[src/rtl/sdram_arbiter.sv]
// sdram_arbiter: schedules video reads, CPU reads/writes and auto-refresh onto one SDRAM controller,
// one command at a time, and steers returned read data back to the issuing port.
module sdram_arbiter #(
    parameter int FREQ             = 54_000_000,
    parameter int REFRESH_INTERVAL = FREQ / 1_000_000 * 15,
    parameter int ADDR_WIDTH       = 23
) (
    input  logic                  clk,
    input  logic                  reset,
    input  logic                  vid_req,
    input  logic [ADDR_WIDTH-1:0] vid_addr,
    output logic                  vid_ack,
    output logic [31:0]           vid_data,
    output logic                  vid_valid,
    input  logic                  cpu_req,
    input  logic                  cpu_we,
    input  logic [ADDR_WIDTH-1:0] cpu_addr,
    input  logic [15:0]           cpu_din,
    input  logic [31:0]           cpu_din32,
    input  logic [1:0]            cpu_wdm,
    output logic                  cpu_ack,
    output logic [31:0]           cpu_data,
    output logic                  cpu_valid,
    output logic                  sd_rd,
    output logic                  sd_wr,
    output logic                  sd_refresh,
    output logic [ADDR_WIDTH-1:0] sd_addr,
    output logic [15:0]           sd_din,
    output logic [31:0]           sd_din32,
    output logic [1:0]            sd_wdm,
    input  logic [31:0]           sd_dout32,
    input  logic                  sd_data_ready,
    input  logic                  sd_busy,
    input  logic                  sd_enabled
);
    localparam int CW = $clog2(REFRESH_INTERVAL + 1);

    typedef enum logic [1:0] {S_IDLE, S_ISSUE, S_WAIT} state_t;
    typedef enum logic [1:0] {OWN_NONE, OWN_REF, OWN_VID, OWN_CPU} owner_t;

    state_t                r_state, w_next;
    owner_t                r_owner, w_sel;
    logic                  r_we, r_seen_busy, r_vid_valid, r_cpu_valid;
    logic [ADDR_WIDTH-1:0] r_addr;
    logic [15:0]           r_din;
    logic [31:0]           r_din32, r_vid_data, r_cpu_data;
    logic [1:0]            r_wdm, r_debt;
    logic [CW-1:0]         r_ref_cnt;
    logic                  w_wrap, w_dec, w_go, w_rd_ret;

    assign w_wrap   = r_ref_cnt == CW'(REFRESH_INTERVAL - 1);
    assign w_dec    = r_state == S_ISSUE && r_owner == OWN_REF;
    assign w_go     = sd_enabled && !sd_busy && (r_debt != 2'd0 || vid_req || cpu_req);
    assign w_sel    = r_debt != 2'd0 ? OWN_REF : vid_req ? OWN_VID : OWN_CPU;
    assign w_rd_ret = r_state == S_WAIT && !r_we && sd_data_ready;

    // Refresh timer free-runs even before the controller is enabled; debt saturates at 3.
    always_ff @(posedge clk or posedge reset) begin
        if (reset) begin
            r_ref_cnt <= '0;
            r_debt    <= '0;
        end else begin
            r_ref_cnt <= w_wrap ? '0 : r_ref_cnt + CW'(1);
            r_debt    <= (w_wrap && !w_dec && r_debt != 2'd3) ? r_debt + 2'd1 :
                         (w_dec && !w_wrap) ? r_debt - 2'd1 : r_debt;
        end
    end

    always_ff @(posedge clk or posedge reset) begin
        if (reset) r_state <= S_IDLE;
        else       r_state <= w_next;
    end

    always_comb begin
        w_next = r_state;
        if (r_state == S_IDLE && w_go) w_next = S_ISSUE;
        if (r_state == S_ISSUE) w_next = S_WAIT;
        if (r_state == S_WAIT && r_seen_busy && !sd_busy) w_next = S_IDLE;
    end

    always_comb begin
        sd_rd      = r_state == S_ISSUE && (r_owner == OWN_VID || (r_owner == OWN_CPU && !r_we));
        sd_wr      = r_state == S_ISSUE && r_owner == OWN_CPU && r_we;
        sd_refresh = r_state == S_ISSUE && r_owner == OWN_REF;
        vid_ack    = r_state == S_ISSUE && r_owner == OWN_VID;
        cpu_ack    = r_state == S_ISSUE && r_owner == OWN_CPU;
    end

    assign sd_addr   = r_addr;
    assign sd_din    = r_din;
    assign sd_din32  = r_din32;
    assign sd_wdm    = r_wdm;
    assign vid_data  = r_vid_data;
    assign vid_valid = r_vid_valid;
    assign cpu_data  = r_cpu_data;
    assign cpu_valid = r_cpu_valid;

    // Grant latch: a refresh keeps the previous address/data on the controller bus.
    always_ff @(posedge clk or posedge reset) begin
        if (reset) begin
            r_owner <= OWN_NONE;
            r_we    <= 1'b0;
            r_addr  <= '0;
            r_din   <= '0;
            r_din32 <= '0;
            r_wdm   <= '0;
        end else if (r_state == S_IDLE && w_go) begin
            r_owner <= w_sel;
            r_we    <= w_sel == OWN_CPU && cpu_we;
            r_addr  <= w_sel == OWN_VID ? vid_addr : w_sel == OWN_CPU ? cpu_addr : r_addr;
            r_din   <= w_sel == OWN_CPU ? cpu_din : r_din;
            r_din32 <= w_sel == OWN_CPU ? cpu_din32 : r_din32;
            r_wdm   <= w_sel == OWN_CPU ? cpu_wdm : r_wdm;
        end
    end

    always_ff @(posedge clk or posedge reset) begin
        if (reset) r_seen_busy <= 1'b0;
        else       r_seen_busy <= r_state == S_ISSUE ? 1'b0 : (r_state == S_WAIT && sd_busy) ? 1'b1 : r_seen_busy;
    end

    always_ff @(posedge clk or posedge reset) begin
        if (reset) begin
            r_vid_valid <= 1'b0;
            r_cpu_valid <= 1'b0;
            r_vid_data  <= '0;
            r_cpu_data  <= '0;
        end else begin
            r_vid_valid <= w_rd_ret && r_owner == OWN_VID;
            r_cpu_valid <= w_rd_ret && r_owner == OWN_CPU;
            r_vid_data  <= (w_rd_ret && r_owner == OWN_VID) ? sd_dout32 : r_vid_data;
            r_cpu_data  <= (w_rd_ret && r_owner == OWN_CPU) ? sd_dout32 : r_cpu_data;
        end
    end
endmodule

[config.mk]
export PLATFORM = sky130hd
export DESIGN_NAME = sdram_arbiter
export DESIGN_NICKNAME = d
export VERILOG_FILES = /design/src/rtl/sdram_arbiter.sv
export SDC_FILE = /design/constraint.sdc
export NUM_CORES = 1
export LEC_CHECK = 0
export ABC_CLOCK_PERIOD_IN_PS = 7050
export BUFFER_PORTS_ARGS = -buffer_cell sky130_fd_sc_hd__buf_2
export CAP_MARGIN = 10
export CORE_MARGIN = 1.5
export CORE_UTILIZATION = 48
export CTS_BUF_LIST = sky130_fd_sc_hd__clkbuf_4 sky130_fd_sc_hd__clkbuf_8 sky130_fd_sc_hd__clkbuf_16
export CTS_CLUSTER_SIZE = 10
export DETAILED_ROUTE_END_ITERATION = 16
export PLACE_DENSITY = 0.88
export SLEW_MARGIN = 20
export SYNTH_ARGS = -nofsm -noshare
export SYNTH_HDL_FRONTEND = slang
export SYNTH_SLANG_ARGS = --single-unit
[constraint.sdc]
create_clock -name clk -period 7.05 [get_ports clk]
set_input_delay 1.41 -clock clk [delete_from_list [all_inputs] [get_ports clk]]
set_output_delay 1.41 -clock clk [all_outputs]
set_load 0.02 [all_outputs]
# Word level (Yosys, flattened, before mapping)

Index checks and enable logic that the tools add are counted.
Widths: inputs -> output; s select.

Output and inout port bits: 144
Register bits after elaboration: 157
Bits in writable memories: 0
Latch bits: 0
Word-level logic and storage cells: 73
ROM bits: 0
Memories: 0

Add/sub/neg operators: 3
Shift operators: 0
$mul: 0
Mux-type cells: 12
Magnitude comparators: 0
Bitwise gates (word level): 0
Reduce and logical (&&, ||, !) cells: 35
Equality and inequality tests: 9
Divide/modulo/power cells: 0

Operators by type and width:

| operator              | number |
|---|---|
| $mux 23               | 2 |
| $logic_and 1x1->1     | 20 |
| $mux 2                | 6 |
| $add 10x1->10 const B | 1 |
| $eq 10x10->1 const B  | 1 |
| $eq 2x2->1 const B    | 5 |
| $mux 10               | 1 |
| $reduce_bool 2->1     | 4 |
| $eq 2x1->1 const B    | 2 |
| $logic_not 1->1       | 4 |
| $reduce_and 2->1      | 2 |
| $logic_or 1x1->1      | 3 |
| $mux 1                | 3 |
| $reduce_bool 3->1     | 1 |
| $add 2x1->2 const B   | 1 |
| $logic_not 2->1       | 1 |
| $ne 2x2->1 const B    | 1 |
| $sub 2x1->2 const B   | 1 |

# Depth between registers and ports, before layout

Word-level depth: 8
Mapped depth: 7
Mapped depth without buffers: 5

# Worst setup path before layout

No wires, ideal clock.

Path type: register to output
From: register r_state[1]
To: output port sd_refresh
Path buffers: 2
Data arrival time: 1.414 ns
Path slack: 4.226 ns
Stages on the path, launching flop included: 5
Cells stage by stage: dfrtp_1 clkbuf_2 or4b_2 clkbuf_1 inv_1

Longest elaborated chain between the ends: 2

RTL lines:

| what                   | RTL line | RTL |
|---|---|---|
| start, declared        | 41       | `state_t r_state, w_next;` |
| start signal, assigned | 71       | `else r_state <= w_next;` |
| $eq 2x1->1             | 84       | `sd_refresh = r_state == S_ISSUE && r_owner == OWN_REF;` |
| $logic_and 1x1->1      | 84       |  |
| end, declared          | 26       | `output logic sd_refresh,` |

Every way passes these cells.

# Final worst setup path

From: register r_owner[0]
To: output port sd_refresh

Longest elaborated chain between the ends: 2

RTL lines:

| what                   | RTL line | RTL |
|---|---|---|
| start, declared        | 42       | `owner_t r_owner, w_sel;` |
| start signal, assigned | 108      | `r_owner <= w_sel;` |
| $eq 2x1->1             | 84       |  |
| $logic_and 1x1->1      | 84       |  |

Every way passes these cells.

==> results.md <==
- The fraction of registers with async set or reset after synthesis is 1.00.
- The number of cell rows is 42.
- The total detailed-routing wirelength is between 15000 and 20000 µm.
- The number of routed nets with antenna violations is 0.
- Counting the fill cells in the layout gives slightly above 1000.
- Data on the critical path is required at its endpoint by between 5 and 6 ns.
- The first routing iteration left between 200 and 250 violations.
- The XOR/XNOR share of the synthesized area is 0.0121.
- The share of synthesized area in the top cell type comes to 0.605.
- The initial core utilization is 0.491.
- The detailed-router iteration count before antenna repair is 4.
- The number of nets handed over by synthesis was between 500 and 600.
- The worst flop-to-flop path endpoint is sd_din32[26].
- Together, buffers and inverters on the worst path number 3.
- The synthesized-area fraction occupied by and/or/nand/nor cells is 0.0586.
- In this run the mean area of a mapped cell was about 15 µm².
- The total clock buffers created by CTS is 17.
- The count of distinct cell types in the synthesized netlist is between 40 and 50.
- STA puts the critical path data arrival time at 1.93 ns.
- The largest individual stage delay along the critical path comes from the cell sky130_fd_sc_hd__or4b_2.
- The reported leakage power is 4.66 nW.
- Post-CTS repair changed the size of 0 cells.
- For the pin with the worst max-slew slack, the measured transition is 1.01 ns.
- On the final layout, the worst clock skew is between 0.008 and 0.009 ns.
- The H-tree was split into 4 levels.
- The type of origin of the critical path is a flop.
- The worst setup slack for register-to-register paths is 4.36 ns.
- The post-CTS clock slew at the launch and capture registers of the worst setup and hold paths is 0.06 ns.
- For this run, the register share of the synthesized area comes to 0.605.
- The path class of the tightest hold or removal check is flop to flop.
- The cts-stage hold buffer count is 0.
- The tree is rooted in a sky130_fd_sc_hd__clkbuf_16.
- The synthesized-area fraction occupied by adder cells is 0.00385.
- The critical path capture point type is an output pin.
- The most used cell along the critical path is sky130_fd_sc_hd__inv_1.
- The final count of hold timing violations is 0.
- The largest single stage delay on the critical path is roughly 0.73 ns.
- Post-CTS timing repair inserted 0 buffers for setup.
- The number of warnings issued by yosys is 0.
- The CTS tree is done.
- Entering global routing, the biggest net connects 95 pins.
- The dominant cell type by area after synthesis is sky130_fd_sc_hd__dfrtp_1.
- The signal on the critical path passes through inv_1 > or4b_2 > inv_1 > buf_2.
- In this design, the largest share of critical-path delay is due to simple AND/OR/NAND/NOR gates.
- The mux contribution to synthesized area is 0.262.
- The worst register-to-register path begins at r_state[0].
- The post-synthesis register bit count is 157.
- The type of the worst setup path is flop to output pin.
- The hold path endpoint is cpu_data[13].
- After legalization and detailed placement, the total HPWL measured between 10000 and 15000 µm.
- The maximum clock frequency is roughly 300 MHz.
- The die is 119 µm wide.
- In the final design database the tool counted 860 nets.
- The final total negative setup slack is 0 ns.
- From synthesis to final layout, the design area changed by 32.0%.
- The maximum buffer depth of the clock tree is 2.
- The synthesized netlist occupies a cell area of roughly 0.0065 mm².
- The share of the clock period used by the worst path after layout is 0.473.
- The share of final-layout standard cells stronger than drive strength 1 is 0.597.
- The worst ir drop on vdd is between 0.0002 and 0.00025 V.
- The mean routed wirelength per cell is approximately 17 µm.
- After synthesis, the largest family of logic cells by area is multiplexers.
- Synthesis handed over a netlist of ~440 instances.
- The flow ran to the end, and the final reports show no timing, DRC or antenna violations.
- After global routing the overflow that remains totals 0.
- The clock insertion delay at the later pin of the skew report is roughly 0.42 ns.
- The startpoint of the lowest-slack hold path is cpu_data[13].
- The number of enable-type register cells in the synthesized netlist is 0.
- The final max-slew violation count is 0.
- The die area is about 0.014 mm².
- The global-route total usage across every layer is 0.217.
- The dominant synthesized flop cell is sky130_fd_sc_hd__dfrtp_1.
- The number of buffers added on ports is 279.
- The tightest slew margin relative to the limit is 0.329.
- The worst reg2reg path depth is 4.
- Setup repair after global routing left no endpoint under its margin.
- Subtracting the final worst setup slack from the clock period gives 3.34 ns.
- The instance count along the most critical hold path is 1.
- The first global-routing pass estimated 24000 µm of wire.
- In the post-synthesis netlist, the biggest area contributors are sky130_fd_sc_hd__dfrtp_1 60%, sky130_fd_sc_hd__mux2_4 12%, sky130_fd_sc_hd__mux2_2 11%.
- In the routed layout, each cell is associated on average with a via count of slightly below 5.
- The largest fanout on the critical path is 6.
- Power comes to 3.78 mW.
- The number of global-route vias before repair came to about 4800.
- The post-synthesis compound-gate area fraction was 0.0302.
- The setup violation total in the final timing report is 0.
- At the end of routability-driven placement, the weighted congestion stood at 0.783.
- The final routed DRC violation total is 0.
- The number of antenna violations at the first check in global routing was 0.
- The total of max-cap violations is 0.
- The total area inside the core boundary comes to 0.0132 mm².
- The number of antenna diodes is 0.
- The chip height is 119 µm.
- For this design the top-level I/O count stands at between 200 and 300.
- The overall via count from detail_route is 4532.
- The power density relative to cell area is roughly 440 mW/mm².
- The sink count of the clock tree is between 150 and 200.
cell type report:
| class | instances | area (µm²) | area share |
|---|---|---|---|
| sequential | 157 | 3930 | 0.458 |
| multi-input combinational | 254 | 2390 | 0.278 |
| timing repair buffer | 284 | 1430 | 0.167 |
| clock buffer | 21 | 462 | 0.0538 |
| tap | 176 | 220 | 0.0257 |
| clock inverter | 11 | 110 | 0.0128 |
| inverter | 8 | 35.0 | 0.00408 |
metrics by stage:
stage	hold slack [ns]	setup WS, ns	cell area (µm²)	utilization	instances
finish	0.500	3.71	8580	0.648	911
global route	0.510	3.59	8580	0.648	911
CTS	0.502	3.70	8580	0.648	911
detailed placement	0.489	3.38	8010	0.604	879
global placement	0.481	3.41	8010	0.604	879
floorplan	0.465	1.41	6500	-	442
placed cells by master, fill, tap and decap left out, types with 3 or more instances in the layout:
cell | synthesis | final
sky130_fd_sc_hd__buf_2 | 9 | 279
sky130_fd_sc_hd__dfrtp_1 | 157 | 157
sky130_fd_sc_hd__mux2_2 | 64 | 64
sky130_fd_sc_hd__mux2_4 | 50 | 50
sky130_fd_sc_hd__nor2_1 | 34 | 34
sky130_fd_sc_hd__a21oi_1 | 27 | 27
sky130_fd_sc_hd__mux2i_1 | 23 | 23
sky130_fd_sc_hd__clkbuf_16 | 0 | 17
sky130_fd_sc_hd__inv_1 | 8 | 7
sky130_fd_sc_hd__nand3_1 | 7 | 7
sky130_fd_sc_hd__xnor2_1 | 6 | 6
sky130_fd_sc_hd__buf_4 | 1 | 5
sky130_fd_sc_hd__nand2_1 | 4 | 4
sky130_fd_sc_hd__clkinv_4 | 0 | 4
sky130_fd_sc_hd__and3_1 | 3 | 3
sky130_fd_sc_hd__xor2_1 | 3 | 3
sky130_fd_sc_hd__inv_6 | 0 | 3
sky130_fd_sc_hd__o21ai_0 | 3 | 3
sky130_fd_sc_hd__clkbuf_4 | 0 | 3
sky130_fd_sc_hd__clkinvlp_4 | 0 | 3
cell families (layout without fill, tap and decap cells):
logic type      after synthesis  in the layout
fa+ha+maj                     2              2
xor+xnor                      9              9
flops                       157            157
simple gates                 70             70
mux                         137            137
buf+inv                      31            324
compound gates               36             36
synthesized netlist by cell type (all sizes together), types with 2 or more instances:
master  instances
a21oi          27
and3            3
buf            18
clkbuf          5
dfrtp         157
ha              2
inv             8
mux2          114
mux2i          23
nand2           4
nand3           8
nand3b          2
nor2           36
nor3b           2
nor4bb          2
o21ai           3
o31ai           2
or2             2
or4b            2
xnor2           6
xor2            3
registers in the layout, summed over array words and instances, names as in the netlist, 10 cells and up:
signal / count
sd_addr: 23
sd_din: 16
r_ref_cnt: 10
sd_din32: 32
cpu_data: 32
vid_data: 32
power breakdown:
part           leakage [nW]  switching [mW]  internal, mW
sequential             2.01           0.215          1.26
clock                 0.275           0.362         0.510
combinational          2.37           0.812         0.618
worst max path at each step:
| stage | endpoint | start | depth (start not counted) |
|---|---|---|---|
| 4_1_cts | sd_refresh | r_owner[0] | 4 |
| 2_1_floorplan | cpu_data[0] | reset | 1 |
| 6_report | sd_refresh | r_owner[0] | 4 |
| 5_1_grt | sd_refresh | r_owner[0] | 4 |
| 3_5_place_dp | sd_din32[26] | sd_busy | 5 |
| 3_3_place_gp | sd_din[5] | sd_busy | 5 |
layer usage:
layer	vias to the layer above	GRT usage	routed length, µm
met2	178	0.383	7940
met1	2225	0.258	6070
met4	0	0.0692	201
li1	2108	-	-
met5	-	0	0
met3	21	0.0608	872
Power figures use the tool's default switching activity.
